`src/rtl/muldiv_pkg.sv`:
```
// Shared definitions for the mult/div sequencer and the HIGH/LOW input muxes.
package muldiv_pkg;

  typedef enum logic [2:0] {
    IDLE,
    START,
    WAIT,
    WRITE,
    DIV0,
    TMO
  } muldiv_state_t;

  localparam logic HILO_SRC_MULT = 1'b0;
  localparam logic HILO_SRC_DIV  = 1'b1;

endpackage

```
`src/rtl/muldiv_seq.sv`:
```
// Sequencer for the multiply/divide units: start pulse, bounded wait for completion,
// then HIGH/LOW write, divide-by-zero or timeout report.
import muldiv_pkg::*;

module muldiv_seq #(
  parameter int TIMEOUT = 64,
  parameter int CNT_W   = $clog2(TIMEOUT + 1)
) (
  input  logic clock,
  input  logic reset,
  input  logic op_valid,
  input  logic op_is_div,
  input  logic abort,
  input  logic mult_end,
  input  logic div_end,
  input  logic div_zero,
  output logic op_ready,
  output logic busy,
  output logic mult_start,
  output logic div_start,
  output logic hilo_src,
  output logic hi_write,
  output logic lo_write,
  output logic done,
  output logic div0_exc,
  output logic timeout_exc
);

  muldiv_state_t    state_q;
  logic             kind_q;
  logic [CNT_W-1:0] cnt_q;
  logic             sel_end;

  // Only the unit that was started may complete the operation.
  assign sel_end = kind_q ? div_end : mult_end;

  always_ff @(posedge clock) begin
    if (reset) begin
      state_q <= IDLE;
      kind_q  <= 1'b0;
      cnt_q   <= '0;
    end else begin
      case (state_q)
        IDLE: begin
          if (op_valid) begin
            state_q <= START;
            kind_q  <= op_is_div;
          end
        end
        START: begin
          cnt_q   <= '0;
          state_q <= abort ? IDLE : WAIT;
        end
        WAIT: begin
          // div_zero outranks div_end so a zero divisor never reaches HIGH/LOW.
          if (abort) begin
            state_q <= IDLE;
          end else if (kind_q && div_zero) begin
            state_q <= DIV0;
          end else if (sel_end) begin
            state_q <= WRITE;
          end else if (cnt_q == CNT_W'(TIMEOUT - 1)) begin
            state_q <= TMO;
          end else begin
            cnt_q <= cnt_q + CNT_W'(1);
          end
        end
        WRITE, DIV0, TMO: state_q <= IDLE;
        default:          state_q <= IDLE;
      endcase
    end
  end

  assign op_ready    = (state_q == IDLE);
  assign busy        = (state_q != IDLE);
  assign mult_start  = (state_q == START) && !kind_q;
  assign div_start   = (state_q == START) &&  kind_q;
  assign hilo_src    = kind_q ? HILO_SRC_DIV : HILO_SRC_MULT;
  assign hi_write    = (state_q == WRITE);
  assign lo_write    = (state_q == WRITE);
  assign done        = (state_q == WRITE);
  assign div0_exc    = (state_q == DIV0);
  assign timeout_exc = (state_q == TMO);

endmodule

```
`config.mk`:
```
export PLATFORM = sky130hd
export DESIGN_NAME = muldiv_seq
export DESIGN_NICKNAME = d
export VERILOG_FILES = /design/src/rtl/muldiv_pkg.sv /design/src/rtl/muldiv_seq.sv
export SDC_FILE = /design/constraint.sdc
export NUM_CORES = 1
export LEC_CHECK = 0
export ABC_AREA = 1
export CORE_MARGIN = 5
export CORE_UTILIZATION = 40
export CTS_CLUSTER_DIAMETER = 30
export DETAILED_ROUTE_END_ITERATION = 12
export GPL_ROUTABILITY_DRIVEN = 0
export PLACE_DENSITY_LB_ADDON = 0.15
export RECOVER_POWER = 50
export SLEW_MARGIN = 25
export SYNTH_ARGS = -nofsm -noshare
export SYNTH_HDL_FRONTEND = slang
export SYNTH_SLANG_ARGS = --single-unit
```
`constraint.sdc`:
```
create_clock -name clock -period 1.8 [get_ports clock]
set_clock_uncertainty 0.2 [all_clocks]
set_input_delay 0.18 -clock clock [delete_from_list [all_inputs] [get_ports clock]]
set_output_delay 0.18 -clock clock [all_outputs]
set_load 0.02 [all_outputs]
```
==> results of run 1 <==
## report_power, final
part | internal, mW | total [mW] | switching, mW
clock network | 0.0858 | 0.167 | 0.0812
logic | 0.0818 | 0.202 | 0.120
registers | 0.263 | 0.279 | 0.0163
total | 0.431 | 0.648 | 0.218
## cells by family after synthesis
logic type                 after synthesis  share of synthesized area (%)
DFF                                     11                           30.4
xor gates and xnor gates                 1                           1.21
AOI/OAI and AO/OA                       13                           9.17
adders and majority gates                1                           1.73
buffers and inverters                   19                           11.2
and+or+nand+nor                         68                           46.2
## sequential cells by signal (all words and copies together), names as in the netlist
name,flops
cnt_q,7
kind_q,1
state_q,3
## metrics by stage
stage	instance area (µm²)	hold WS [ns]	power [mW]	setup slack, ns	utilization, %
after floorplan	723	0.0491	0.416	0.127	-
after global placement	932	0.293	0.493	0.132	54.0
after detailed placement	932	0.295	0.496	0.0907	54.0
after CTS	947	0.305	0.659	0.0985	54.9
after global routing	952	0.348	0.706	0.00456	55.1
final	952	0.303	0.648	0.116	55.1
## what timing repair did
item	in CTS	in global routing
gates cloned	0	0
endpoints found under the setup margin	9	1
gates resized for setup	9	3
pin swaps	0	0
hold endpoints to repair	0	0
## metal layers
metal	vias to the layer above	global-route usage [%]	routed length (µm)
met5	-	0	0
met4	0	8.09	50
met1	329	15.8	776
met2	20	23.3	713
li1	405	-	-
met3	6	3.70	101
## area by class of cell
cell class / count / area [µm²] / share of cell area (%)
timing repair buffer: 20 / 184 / 19.3
tap: 25 / 31.3 / 3.29
multi-input combinational: 83 / 424 / 44.5
sequential: 11 / 220 / 23.1
clock buffer: 4 / 26.3 / 2.76
inverter: 17 / 66.3 / 6.96
## Yosys cell counts
| master | count | area [µm²] |
|---|---|---|
| nand2_1 | 25 | 93.8 |
| nor2_1 | 18 | 67.6 |
| dfxtp_1 | 11 | 220 |
| inv_1 | 9 | 33.8 |
| nand3_1 | 7 | 35.0 |
| a21oi_1 | 6 | 30.0 |
| inv_2 | 6 | 22.5 |
| nor3_1 | 4 | 20.0 |
| o21ai_1 | 4 | 20.0 |
| nand2_2 | 3 | 18.8 |
| nand2_4 | 3 | 33.8 |
| buf_4 | 2 | 15.0 |
| nand4_1 | 2 | 12.5 |
| nor2_2 | 2 | 12.5 |
| o21ai_0 | 2 | 10.0 |
| or2_1 | 2 | 12.5 |
| clkinv_1 | 1 | 3.75 |
| ha_1 | 1 | 12.5 |
| inv_4 | 1 | 6.26 |
| nand3_2 | 1 | 10.0 |
| nand3_4 | 1 | 17.5 |
| o22ai_1 | 1 | 6.26 |
| xor2_1 | 1 | 8.76 |
## worst paths after layout
kind                 start  depth (start not counted)  endpoint
setup / recovery    kind_q                          1  hilo_src
hold / removal    cnt_q[4]                          2  cnt_q[4]
setup reg to reg  cnt_q[0]                         10  cnt_q[1]
hold reg to reg   cnt_q[4]                          2  cnt_q[4]
==> impl_metrics.ini, run 1 <==
[routing]
drc = 0
via_per_inst = 4.75
dr_total_vias = 760
drt-pass1-iter-count = 4
antenna_left = 0
drt_iter0_markers = 2
routed_wl_um = 1640
routedWlPerCell_um = 10.3

[critical_path]
cp.arrival_ns = 1.30
cpLargestDelayFamily = buffers and inverters
cp_num_buf_inv = 1
critPathLaunchType = flop
critPathMaxFanout = 6
cp_slowest_stage_delay_ns = 0.63
worst-setup-path-type = flop to output port
crit_path_cell_trace = clkdlybuf4s50_1
reg2reg_slack_ns = 0.16
critPathCaptureType = output port
required_ns = 1.42
crit_slowest_cell = clkdlybuf4s50_1

[layout]
final_cells = 160
drive_gt1_share_pct = 16.3
layout_common_cells = 26 x nand2_1, 18 x nor2_1, 11 x dfxtp_1
layout_commonest_cell = nand2_1
syn2layout_area_growth_pct = 31.7
nets = 145
fillCellCount = 196
diodes = 0

[floorplanning]
dieArea_um2 = 2760
row_count = 15
ioPinCount = 18
start_util_pct = 41.9
die_w_um = 52.5
fp.dieH_um = 52.5
core_area_um2 = 1730

[global_route]
antenna_found_initial = 0
gr-total-overflow = 0
grt_start_max_net_pins = 9
grt_pass1_vias = 691
grt.total_usage_pct = 14.0
grt_pass1_wl_um = 2840

[synth]
syn_area_um2 = 723
syn_inst = 113
yosysSeqAreaShare_pct = 30.4
yosysWarningCount = 0
avgSynthCellArea_um2 = 6.40
synth.distinct_cells = 23
synth_seq_cells = 11
synthesis.nets = 122

[run_status]
status = finished clean

[power]
ir_worst_vdd_uv = 372
leakagePower_nw = 0.444
power_density_nw_per_um2 = 681

[timing]
slew_violations = 0
timing.fmax_ghz = 0.594
relSlewSlack_pct = 82.0
fin_crit_ns = 1.68
setup_viol = 0
rsz0062_at_grt = false
tns_ns = 0
period_share_pct = 93.6
worst_slew_pin_slew_ns = 0.268
hold_viol_final = 0

[cts]
clkSinkCount = 11
holdBufCountCts = 0
clk_path_buf_depth = 2
clk_pin_slew_worst_paths_ns = 0.07
htree_levels = 1
root_buffer = clkbuf_4
clock_latency_ns = 0.27
cts_setup_buffers = 0
cts_tree = built
cts_made_buffers = 3

[worst_hold_path]
hold_path.class = flop to flop

[place]
port_buffers = 17
dp_hpwl_um = 1270
placed_cells = 156

[run]
cap_violations = 0
(Power assumes the default switching activity.)
==> run 2, diff against run 1 <==
Settings changed: SKIP_LAST_GASP set to 1, TNS_END_PERCENT set to 20.
==> run 2 against run 1 <==
Net effect:
- hold slack is essentially flat
- cell count is the same
- fmax shrank 14%
- critical endpoint is now lo_write
- first-iteration DRC count is the same
- clock power is essentially flat
- largest power group unchanged
- the flow now finishes with violations (setup timing)
==> impl_metrics.ini, run 2 (synthesized netlist as in run 1, its figures left out) <==
[run]
cap_violations = 0

[timing]
slew_violations = 0
holdWs_ns = 0.303
rsz0062_at_grt = true
period_share_pct = 109
setup_slack_ns = -0.165
hold_viol_final = 0
setup_viol = 7
tns_ns = -0.857
worst_slew_pin_slew_ns = 0.280
relSlewSlack_pct = 81.2
timing.fmax_ghz = 0.509
fin_crit_ns = 1.96

[layout]
nets = 145
biggestRegsByFlops = cnt_q: 7 flops, state_q: 3 flops, kind_q: 1 flops
layout_commonest_cell = nand2_1
largest_reg_flops = 7
drive_gt1_share_pct = 14.8
syn2layout_area_growth_pct = 29.4
finalInstanceArea_um2 = 936
largest-register = cnt_q
diodes = 0
layout_common_cells = 27 x nand2_1, 18 x nor2_1, 15 x clkdlybuf4s50_1

[place]
dp_hpwl_um = 1270
place_ws_ns = 0.0907
port_buffers = 17
placed_area_um2 = 932

[cts]
clk_path_buf_depth = 2
cts_tree = built
clkSinkCount = 11
cts_made_buffers = 3
clk_pin_slew_worst_paths_ns = 0.07
root_buffer = clkbuf_4
htree_levels = 1
clock_latency_ns = 0.27
holdBufCountCts = 0

[power]
power_density_nw_per_um2 = 697
ir_worst_vdd_uv = 374
comb_power_share_pct = 31.5
intPower_uw = 436
sw_frac_of_total_pct = 33.1
power.switching_uw = 216
total_power_uw = 652
leakagePower_nw = 0.414
power.share.sequential_pct = 42.8
power_frac_clock_pct = 25.6

[critical_path]
crit_slowest_cell = clkdlybuf4s50_1
cpLargestDelayFamily = buffers and inverters
critPathMaxFanout = 3
required_ns = 1.42
worst-setup-path-type = flop to output port
crit_path_cell_trace = inv_2 > nor3_1 > clkdlybuf4s50_1
critPathCaptureType = output port
cp_slowest_stage_delay_ns = 0.66
critPathLaunchType = flop
cp_num_buf_inv = 2
cp.arrival_ns = 1.58

[routing]
routedWlPerCell_um = 10.2
met1_length_um = 763
drc = 0
drt-pass1-iter-count = 4
antenna_left = 0
wl_met3_um = 105
drt_iter0_markers = 2
dr_total_vias = 755
routed_wl_um = 1630
route.met2.wl_um = 708
via_per_inst = 4.72
top_layer = met4

[floorplanning]
fp.dieH_um = 52.5
die_w_um = 52.5
start_util_pct = 41.9
dieArea_um2 = 2760
ioPinCount = 18
row_count = 15
core_area_um2 = 1730

[global_route]
grt_start_max_net_pins = 9
antenna_found_initial = 0
gr-total-overflow = 0
grt.total_usage_pct = 14.0
grt_pass1_vias = 691
grt_pass1_wl_um = 2840

[run_status]
status = complete, but fails checks
violations = setup timing

[worst_hold_path]
hold_path.class = flop to flop
## run 2: changes by cell type in the layout (fill, tap and decap cells not counted)
cell,change
clkdlybuf4s15_1,-2
nand3_2,-1
nand2_4,-1
nor2_2,+1
nand2_1,+1
clkbuf_1,+1
nand3_1,+1
clkdlybuf4s50_1,+7
dlygate4sd2_1,-6
nor2_4,-1
## run 2: final timing paths
path	startpoint	endpoint	slack [ns]	depth (start not counted)
hold reg to reg	cnt_q[4]	cnt_q[4]	0.30	2
setup / recovery	state_q[1]	lo_write	-0.16	3
setup reg to reg	cnt_q[0]	cnt_q[1]	0.11	10
hold / removal	cnt_q[4]	cnt_q[4]	0.30	2
## run 2: stage by stage
step           instances  util (%)
2_1_floorplan        113         -
3_3_place_gp         156      54.0
3_5_place_dp         156      54.0
4_1_cts              160      55.4
5_1_grt              160      54.2
6_report             160      54.2
## run 2: power groups by stage
stage,clock (mW),sequential [mW],combinational (mW)
final,0.167,0.279,0.206
after global routing,0.194,0.282,0.234
after CTS,0.177,0.279,0.212
after detailed placement,0,0.285,0.211
after global placement,0,0.284,0.209
after floorplan,0,0.286,0.131
## run 2: cell type report
cell class              count  area [µm²]
inverters                  17        66.3
flip-flops and latches     11         220
multi-input cells          83         407
clock buffers               4        26.3
repair buffers             20         185
fillers                   197         791
well taps                  25        31.3
## run 2: what timing repair did
item	CTS	global route
buffers inserted	0	0
resized for setup	1	1
endpoints found under the setup margin	9	8
## run 2: worst register-to-register path: stages, from the launching register on
cell	delay, ns
dfxtp_1	0.39
ha_1	0.22
nand3_1	0.14
clkinv_1	0.07
nand2_1	0.06
nand2_1	0.13
nand2_4	0.10
nand2_4	0.11
inv_2	0.04
nor2_1	0.08
nor2_1	0.04
## run 2: per-layer routing
metal / vias up / GRT usage (%)
met5: - / 0
met4: 0 / 8.09
met3: 6 / 3.70
met2: 20 / 23.3
met1: 324 / 15.8
li1: 405 / -
